## src/rtl/cnn_pkg.sv

```systemverilog
// Shared CNN definitions: feature width, feature type, layer-2 map size and
// the receive-side state encoding.
package cnn_pkg;

    localparam int DW       = 18;
    localparam int L2_N_WIN = 25;

    typedef logic [DW-1:0] fmap_t;

    typedef enum logic {
        RUN  = 1'b0,
        DONE = 1'b1
    } rxstate_t;

endpackage

```

## src/rtl/pool4.sv

```systemverilog
// 4-to-1 pooling of one channel's 2x2 window. Max pooling by default; average
// pooling (sum of four, shift right by 2) when L2_POOL_RX_AVG_EN is defined.
module pool4
    import cnn_pkg::*;
#(
    parameter int W = DW
) (
    input  logic [W-1:0] win_i [3:0],
    output logic [W-1:0] pool_o
);

`ifdef L2_POOL_RX_AVG_EN
    logic [W+1:0] sum;

    assign sum    = {2'b00, win_i[0]} + {2'b00, win_i[1]}
                  + {2'b00, win_i[2]} + {2'b00, win_i[3]};
    assign pool_o = W'(sum >> 2);
`else
    logic [W-1:0] max01;
    logic [W-1:0] max23;

    // Inputs are post-ReLU, so an unsigned compare is the correct max.
    assign max01  = (win_i[0] > win_i[1]) ? win_i[0] : win_i[1];
    assign max23  = (win_i[2] > win_i[3]) ? win_i[2] : win_i[3];
    assign pool_o = (max01 > max23) ? max01 : max23;
`endif

endmodule

```

## src/rtl/l2_pool_rx.sv

```systemverilog
// Layer-2 read-port receiver: pools each window per channel, buffers N_WIN
// results, streams them out and pulses tx_done. Mode: L2_POOL_RX_AVG_EN.
module l2_pool_rx
    import cnn_pkg::*;
#(
    parameter int N_WIN  = L2_N_WIN,
    parameter int RD_LAT = 1
) (
    input  logic          clk,
    input  logic          rst_n,
    input  logic          rd,
    input  logic [DW-1:0] din_0 [3:0],
    input  logic [DW-1:0] din_1 [3:0],
    input  logic [DW-1:0] din_2 [3:0],
    input  logic [DW-1:0] din_3 [3:0],
    output logic          tx_done,
    output logic          out_valid,
    input  logic          out_ready,
    output logic [DW-1:0] out_data [3:0],
    output logic [4:0]    out_idx,
    output logic          out_last,
    output logic          ovf
);

    localparam int              PW   = $clog2(N_WIN + 1);
    localparam logic [PW-1:0]   FULL = PW'(N_WIN);
    localparam logic [PW-1:0]   LAST = PW'(N_WIN - 1);

    rxstate_t          state_q, state_d;
    logic [RD_LAT-1:0] cap_q, cap_d;
    logic [PW-1:0]     wr_ptr_q, wr_ptr_d;
    logic [PW-1:0]     rd_ptr_q, rd_ptr_d;
    logic [PW-1:0]     rd_idx;
    logic              ovf_q, ovf_d;
    logic              cap, wr_en, hs;

    logic [DW-1:0]     mem_q  [N_WIN][3:0];
    logic [DW-1:0]     win    [3:0][3:0];
    logic [DW-1:0]     pooled [3:0];

    assign win[0] = din_0;
    assign win[1] = din_1;
    assign win[2] = din_2;
    assign win[3] = din_3;

    for (genvar c = 0; c < 4; c++) begin : g_pool
        pool4 #(.W(DW)) u_pool4 (
            .win_i  (win[c]),
            .pool_o (pooled[c])
        );
    end

    // The rd strobe, delayed to line up with the RAM read data.
    assign cap = cap_q[RD_LAT-1];
    assign ovf = ovf_q;

    always_comb begin
        // NOTE: every output of this block gets a default first, so no path
        // leaves a value unassigned and no latch is inferred.
        state_d   = state_q;
        cap_d     = RD_LAT'({cap_q, rd});
        wr_ptr_d  = wr_ptr_q;
        rd_ptr_d  = rd_ptr_q;
        ovf_d     = ovf_q;
        wr_en     = 1'b0;
        tx_done   = 1'b0;

        rd_idx    = (rd_ptr_q < FULL) ? rd_ptr_q : LAST;
        out_data  = mem_q[rd_idx];
        out_idx   = 5'(rd_idx);
        out_valid = (state_q == RUN) && (rd_ptr_q < wr_ptr_q);
        out_last  = out_valid && (rd_ptr_q == LAST);
        hs        = out_valid && out_ready;

        case (state_q)
            RUN: begin
                if (cap) begin
                    if (wr_ptr_q < FULL) begin
                        wr_en    = 1'b1;
                        wr_ptr_d = wr_ptr_q + 1'b1;
                    end else begin
                        ovf_d = 1'b1;
                    end
                end
                if (hs) begin
                    rd_ptr_d = rd_ptr_q + 1'b1;
                    if (out_last) state_d = DONE;
                end
            end
            DONE: begin
                // Re-arm for the next image; anything captured now is lost.
                tx_done  = 1'b1;
                wr_ptr_d = '0;
                rd_ptr_d = '0;
                cap_d    = '0;
                if (cap) ovf_d = 1'b1;
                state_d  = RUN;
            end
            default: state_d = RUN;
        endcase
    end

    always_ff @(posedge clk or negedge rst_n) begin
        // NOTE: state registers use non-blocking assignments so every flop
        // samples the pre-edge values, independent of statement order.
        if (!rst_n) begin
            state_q  <= RUN;
            cap_q    <= '0;
            wr_ptr_q <= '0;
            rd_ptr_q <= '0;
            ovf_q    <= 1'b0;
        end else begin
            state_q  <= state_d;
            cap_q    <= cap_d;
            wr_ptr_q <= wr_ptr_d;
            rd_ptr_q <= rd_ptr_d;
            ovf_q    <= ovf_d;
        end
    end

    // NOTE: the result buffer is register-based and reset as well, so that
    // out_data reads 0 out of reset instead of X.
    always_ff @(posedge clk or negedge rst_n) begin
        if (!rst_n) begin
            for (int i = 0; i < N_WIN; i++) begin
                for (int c = 0; c < 4; c++) begin
                    mem_q[i][c] <= '0;
                end
            end
        end else if (wr_en) begin
            mem_q[wr_ptr_q] <= pooled;
        end
    end

endmodule

```

## config.mk

```make
export PLATFORM = sky130hd
export DESIGN_NAME = l2_pool_rx
export DESIGN_NICKNAME = d
export VERILOG_FILES = /design/src/rtl/cnn_pkg.sv /design/src/rtl/pool4.sv /design/src/rtl/l2_pool_rx.sv
export SDC_FILE = /design/constraint.sdc
export NUM_CORES = 2
export LEC_CHECK = 0
export BUFFER_PORTS_ARGS = -buffer_cell sky130_fd_sc_hd__buf_2
export CORE_AREA = 2 2 459 347
export CTS_CLUSTER_DIAMETER = 40
export DETAILED_ROUTE_END_ITERATION = 8
export DIE_AREA = 0 0 461 349
export PLACE_DENSITY = 0.77
export SLEW_MARGIN = 20
export SYNTH_ARGS = -nofsm -noshare
export SYNTH_HDL_FRONTEND = slang
export SYNTH_SLANG_ARGS = --single-unit
```

## constraint.sdc

```tcl
create_clock -name clk -period 5.87 [get_ports clk]
set_clock_uncertainty 0.1 [all_clocks]
set_input_delay 0 -clock clk [delete_from_list [all_inputs] [get_ports clk]]
set_output_delay 0 -clock clk [all_outputs]
set_load 0.01 [all_outputs]
```

==> impl_metrics.csv <==
group,metric,value,unit
worst_setup_path,cpMaxStageDelayCell,"nand2_1",
pwr,switchingPower,0.0262,W
place,gp_congestion,0.904,
pwr,clockPowerShare,0.204,
synthesis,ys_seq_elements,1813,
clock_tree,cts_resized,0,
worst_setup_path,setup.worst_path.start,"din_3[23]",
sta,layout_min_cycle_time,5.62,ns
sta,rsz0062_at_grt,"no",
layout,fin_cells,12501,
sta,period_share,0.957,
synthesis,synth_top_area_cell,"dfrtp_1",
worst_setup_path,reg2reg_slack,1.05,ns
clock_tree,cts_root_buf,"clkbuf_16",
synthesis,synthFlopType,"dfrtp_1",
synthesis,synthTopCellsByArea,"dfrtp_1 49%, nand2_1 11%, mux2_2 6.9%",
synthesis,synth.avg_cell_area,9.21,sq um
clock_tree,cts_buffers,191,
synthesis,synthArstFlopShare,1.00,
synthesis,synth_edf_count,0,
pwr,power-per-cell-area,583,mW/mm^2
grt,grt_pass1_wl,464000,um
drt,ant_nets,0,
sta,setup_viol,0,
sta,hold_violations,0,
worst_setup_path,arrival,6.24,ns
die,rows,126,
drt,avgRoutedWirePerCell,24.1,um
sta,tns,0,ns
worst_setup_path,worstPathCellList,"dlygate4sd3_1 -> buf_2 -> inv_1 -> ha_1 -> a21oi_1 -> o21ai_0 -> a221oi_1 -> nor2_1 -> o41ai_2 -> buf_4 -> mux2i_2 -> inv_1 -> ha_1 -> a21o_1 -> a221o_1 -> a221oi_1 -> nor2_1 -> or2_2 -> nand2_1 -> o221ai_1 -> dlygate4sd3_1",
worst_setup_path,cp_slowest_stage_delay,0.65,ns
worst_setup_path,rr_endpoint,"mem_q[1208]",
pwr,swShare,0.425,
clock_tree,clock_latency,0.84,ns
drt,num_vias,80926,
grt,grt_max_degree,196,
worst_hold_path,hold_depth,5,
place,dp_cells,11944,
worst_setup_path,criticalPathCategory,"input pin to flop",
pwr,p_seq_frac,0.348,
die,core,0.156,sq mm
pwr,internal_power,0.0355,W
pwr,leakage,50.1,nW
grt,grt_pass1_vias,79396,
worst_setup_path,rr_startpoint,"wr_ptr_q[2]",
place,io_buffer_count,372,
grt,track_usage,0.371,
layout,layout-drive-gt1-share,0.172,
worst_setup_path,crit_end,"mem_q[1148]",
synthesis,synth_fp_nets,10659,
drt,drc,0,
synthesis,ys_types,72,
sta,worst_pin_slew,1.18,ns
clock_tree,cts_tree,"yes",
drt,dr.pass1.iters,8,
clock_tree,clk_transition_reported_paths,0.07,ns
pwr,combPwrFrac,0.448,
layout,nets,10744,
place,place_hpwl,177000,um
grt,grt-ovfl-total,0,
worst_setup_path,critical_path.max_fanout,25,
worst_setup_path,crit_path_start_kind,"input pin",
synthesis,netlist_instances,10141,
die,dieArea,0.161,sq mm
flow_run,drv_cap,0,
die,num_io_pins,373,
layout,area_growth_syn_to_layout,13.4,%
drt,via_per_inst,6.47,
worst_setup_path,crit_required,6.50,ns
die,die_h,349,um
drt,drt_iter0_markers,9998,
run_status,outcome,"complete, no violations",
layout,num-fill-cells,11750,
synthesis,ys_seq_area_frac,0.486,
worst_hold_path,min_path_type,"input pin to flop",
synthesis,netlist.area_leader.share,0.486,
sta,slew_viol_final,0,
worst_setup_path,r2r_cells,8,
drt,drt_wl_total,301000,um
synthesis,ys_warn_count,0,
clock_tree,cts_buffer_depth,3,
die,initial_core_util,0.597,
sta,slew_headroom,0.208,
worst_setup_path,end_kind,"flop",
grt,antenna_found_initial,7,
synthesis,syn_area,0.0934,sq mm
die,die_w,461,um
clock_tree,cts_sinks,1813,
sta,fmax,178,MHz
clock_tree,htree_levels,4,
pwr,vdd_drop_max,0.609,mV
-- synthesized netlist by cell type, types with 4 or more instances --
cell type / n
o211ai_1: 26
a21oi_1: 509
a221o_1: 8
a22oi_1: 15
buf_2: 65
o22ai_1: 8
mux2_2: 571
mux2i_4: 4
dfrtp_1: 1813
nand3_1: 752
and4_1: 20
or3_1: 77
nor3_1: 14
nor2b_1: 7
nand2b_1: 32
clkbuf_2: 29
a221oi_1: 5
o221ai_1: 522
inv_1: 244
a311oi_2: 5
nor2_1: 57
o21ai_0: 851
nand2_1: 2696
nor3_2: 7
or2_2: 4
o41ai_1: 73
mux2i_1: 271
o2bb2ai_1: 5
a31oi_1: 4
and2_1: 82
a2bb2oi_1: 30
a21boi_0: 13
ha_1: 226
buf_6: 13
nand4_1: 81
mux2_4: 97
clkbuf_1: 778
a211oi_1: 10
buf_1: 40
a21o_1: 24
buf_4: 4
-- worst min-delay path by stage --
| stage | from | endpoint | slack (ns) |
|---|---|---|---|
| after floorplan | rst_n | cap | -0.40 |
| after global placement | rst_n | mem_q[1418] | -0.05 |
| after detailed placement | rst_n | mem_q[1274] | -0.04 |
| after CTS | din_3[64] | mem_q[424] | 0.0002 |
| after global routing | din_0[36] | mem_q[1728] | 0.07 |
| final | din_0[60] | mem_q[942] | 0.06 |
-- area by class of cell --
type | count | area, sq um | area share
Clock buffer | 268 | 5550 | 0.0524
Tap cell | 2112 | 2640 | 0.0250
Multi-Input combinational cell | 7152 | 44200 | 0.418
Sequential cell | 1813 | 45400 | 0.429
Antenna cell | 1 | 2.50 | 0.0000236
Timing Repair Buffer | 821 | 6120 | 0.0578
Clock inverter | 87 | 1030 | 0.00973
Inverter | 247 | 947 | 0.00895
-- power by group through the flow --
stage / clock, W / combinational, W / sequential [W]
final: 0.0126 / 0.0277 / 0.0215
after global routing: 0.0132 / 0.0300 / 0.0221
after CTS: 0.0126 / 0.0270 / 0.0214
after detailed placement: 0 / 0.0265 / 0.0215
after global placement: 0 / 0.0257 / 0.0212
after floorplan: 0 / 0.0179 / 0.0205
-- worst max-delay path, delay by kind of cell --
kind / cells / cell delay, ns
AO/OA/AOI/OAI: 8 / 2.11
multiplexers: 1 / 0.30
AND/OR/NAND/NOR: 4 / 1.42
buffers and inverters: 6 / 1.80
adder cells (fa/ha/maj): 2 / 0.60
-- state kept, by name, summed over array words and instances (netlist names) --
signal,cells
mem_q,1800
rd_ptr_q,5
cap,1
wr_ptr_q,5
state_q,1
ovf,1
-- cell families after synthesis --
logic type | after synthesis | share of synthesized area
AO/OA/AOI/OAI | 2134 | 0.145
adder cells (fa/ha/maj) | 226 | 0.0303
buffers and inverters | 1176 | 0.0497
flip-flops | 1813 | 0.486
AND/OR/NAND/NOR | 3846 | 0.175
XOR/XNOR | 3 | 0.000281
multiplexers | 943 | 0.114
-- stage by stage --
stage / util / worst slack [ns] / total power, W / hold slack (ns) / cell area (sq um)
final: 0.677 / 0.253 / 0.0617 / 0.0580 / 106000
after CTS: 0.676 / 0.483 / 0.0611 / 0.000208 / 106000
after detailed placement: 0.621 / 0.580 / 0.0480 / -0.0434 / 97100
after floorplan: - / 0.706 / 0.0385 / -0.396 / 93400
after global routing: 0.677 / 0.0388 / 0.0653 / 0.0680 / 106000
after global placement: 0.621 / 0.628 / 0.0468 / -0.0462 / 97100
-- layer usage --
metal / GRT usage / vias to the layer above / share of wire
met5: 0 / - / 0.000090
met4: 0.162 / 6 / 0.045
met3: 0.0923 / 832 / 0.12
met2: 0.563 / 4745 / 0.44
met1: 0.505 / 39677 / 0.40
li1: - / 35666 / -
-- cells in the final DEF (no fill, tap or decap), drive strengths merged, types with 85 or more instances in the layout --
master       instances
nand3              752
a21oi              509
nand2             2696
mux2i              275
dfrtp             1813
clkbuf             268
inv                267
o221ai             522
and2                85
o21ai              851
buf                626
dlygate4sd3        195
ha                 226
mux2               668
-- repair_timing --
item                                   4_1_cts  5_1_grt
buffers inserted                             0        0
hold buffers                               196        0
endpoints found under the hold margin     2807        0
Note: power is estimated with default switching activity, not from simulation.
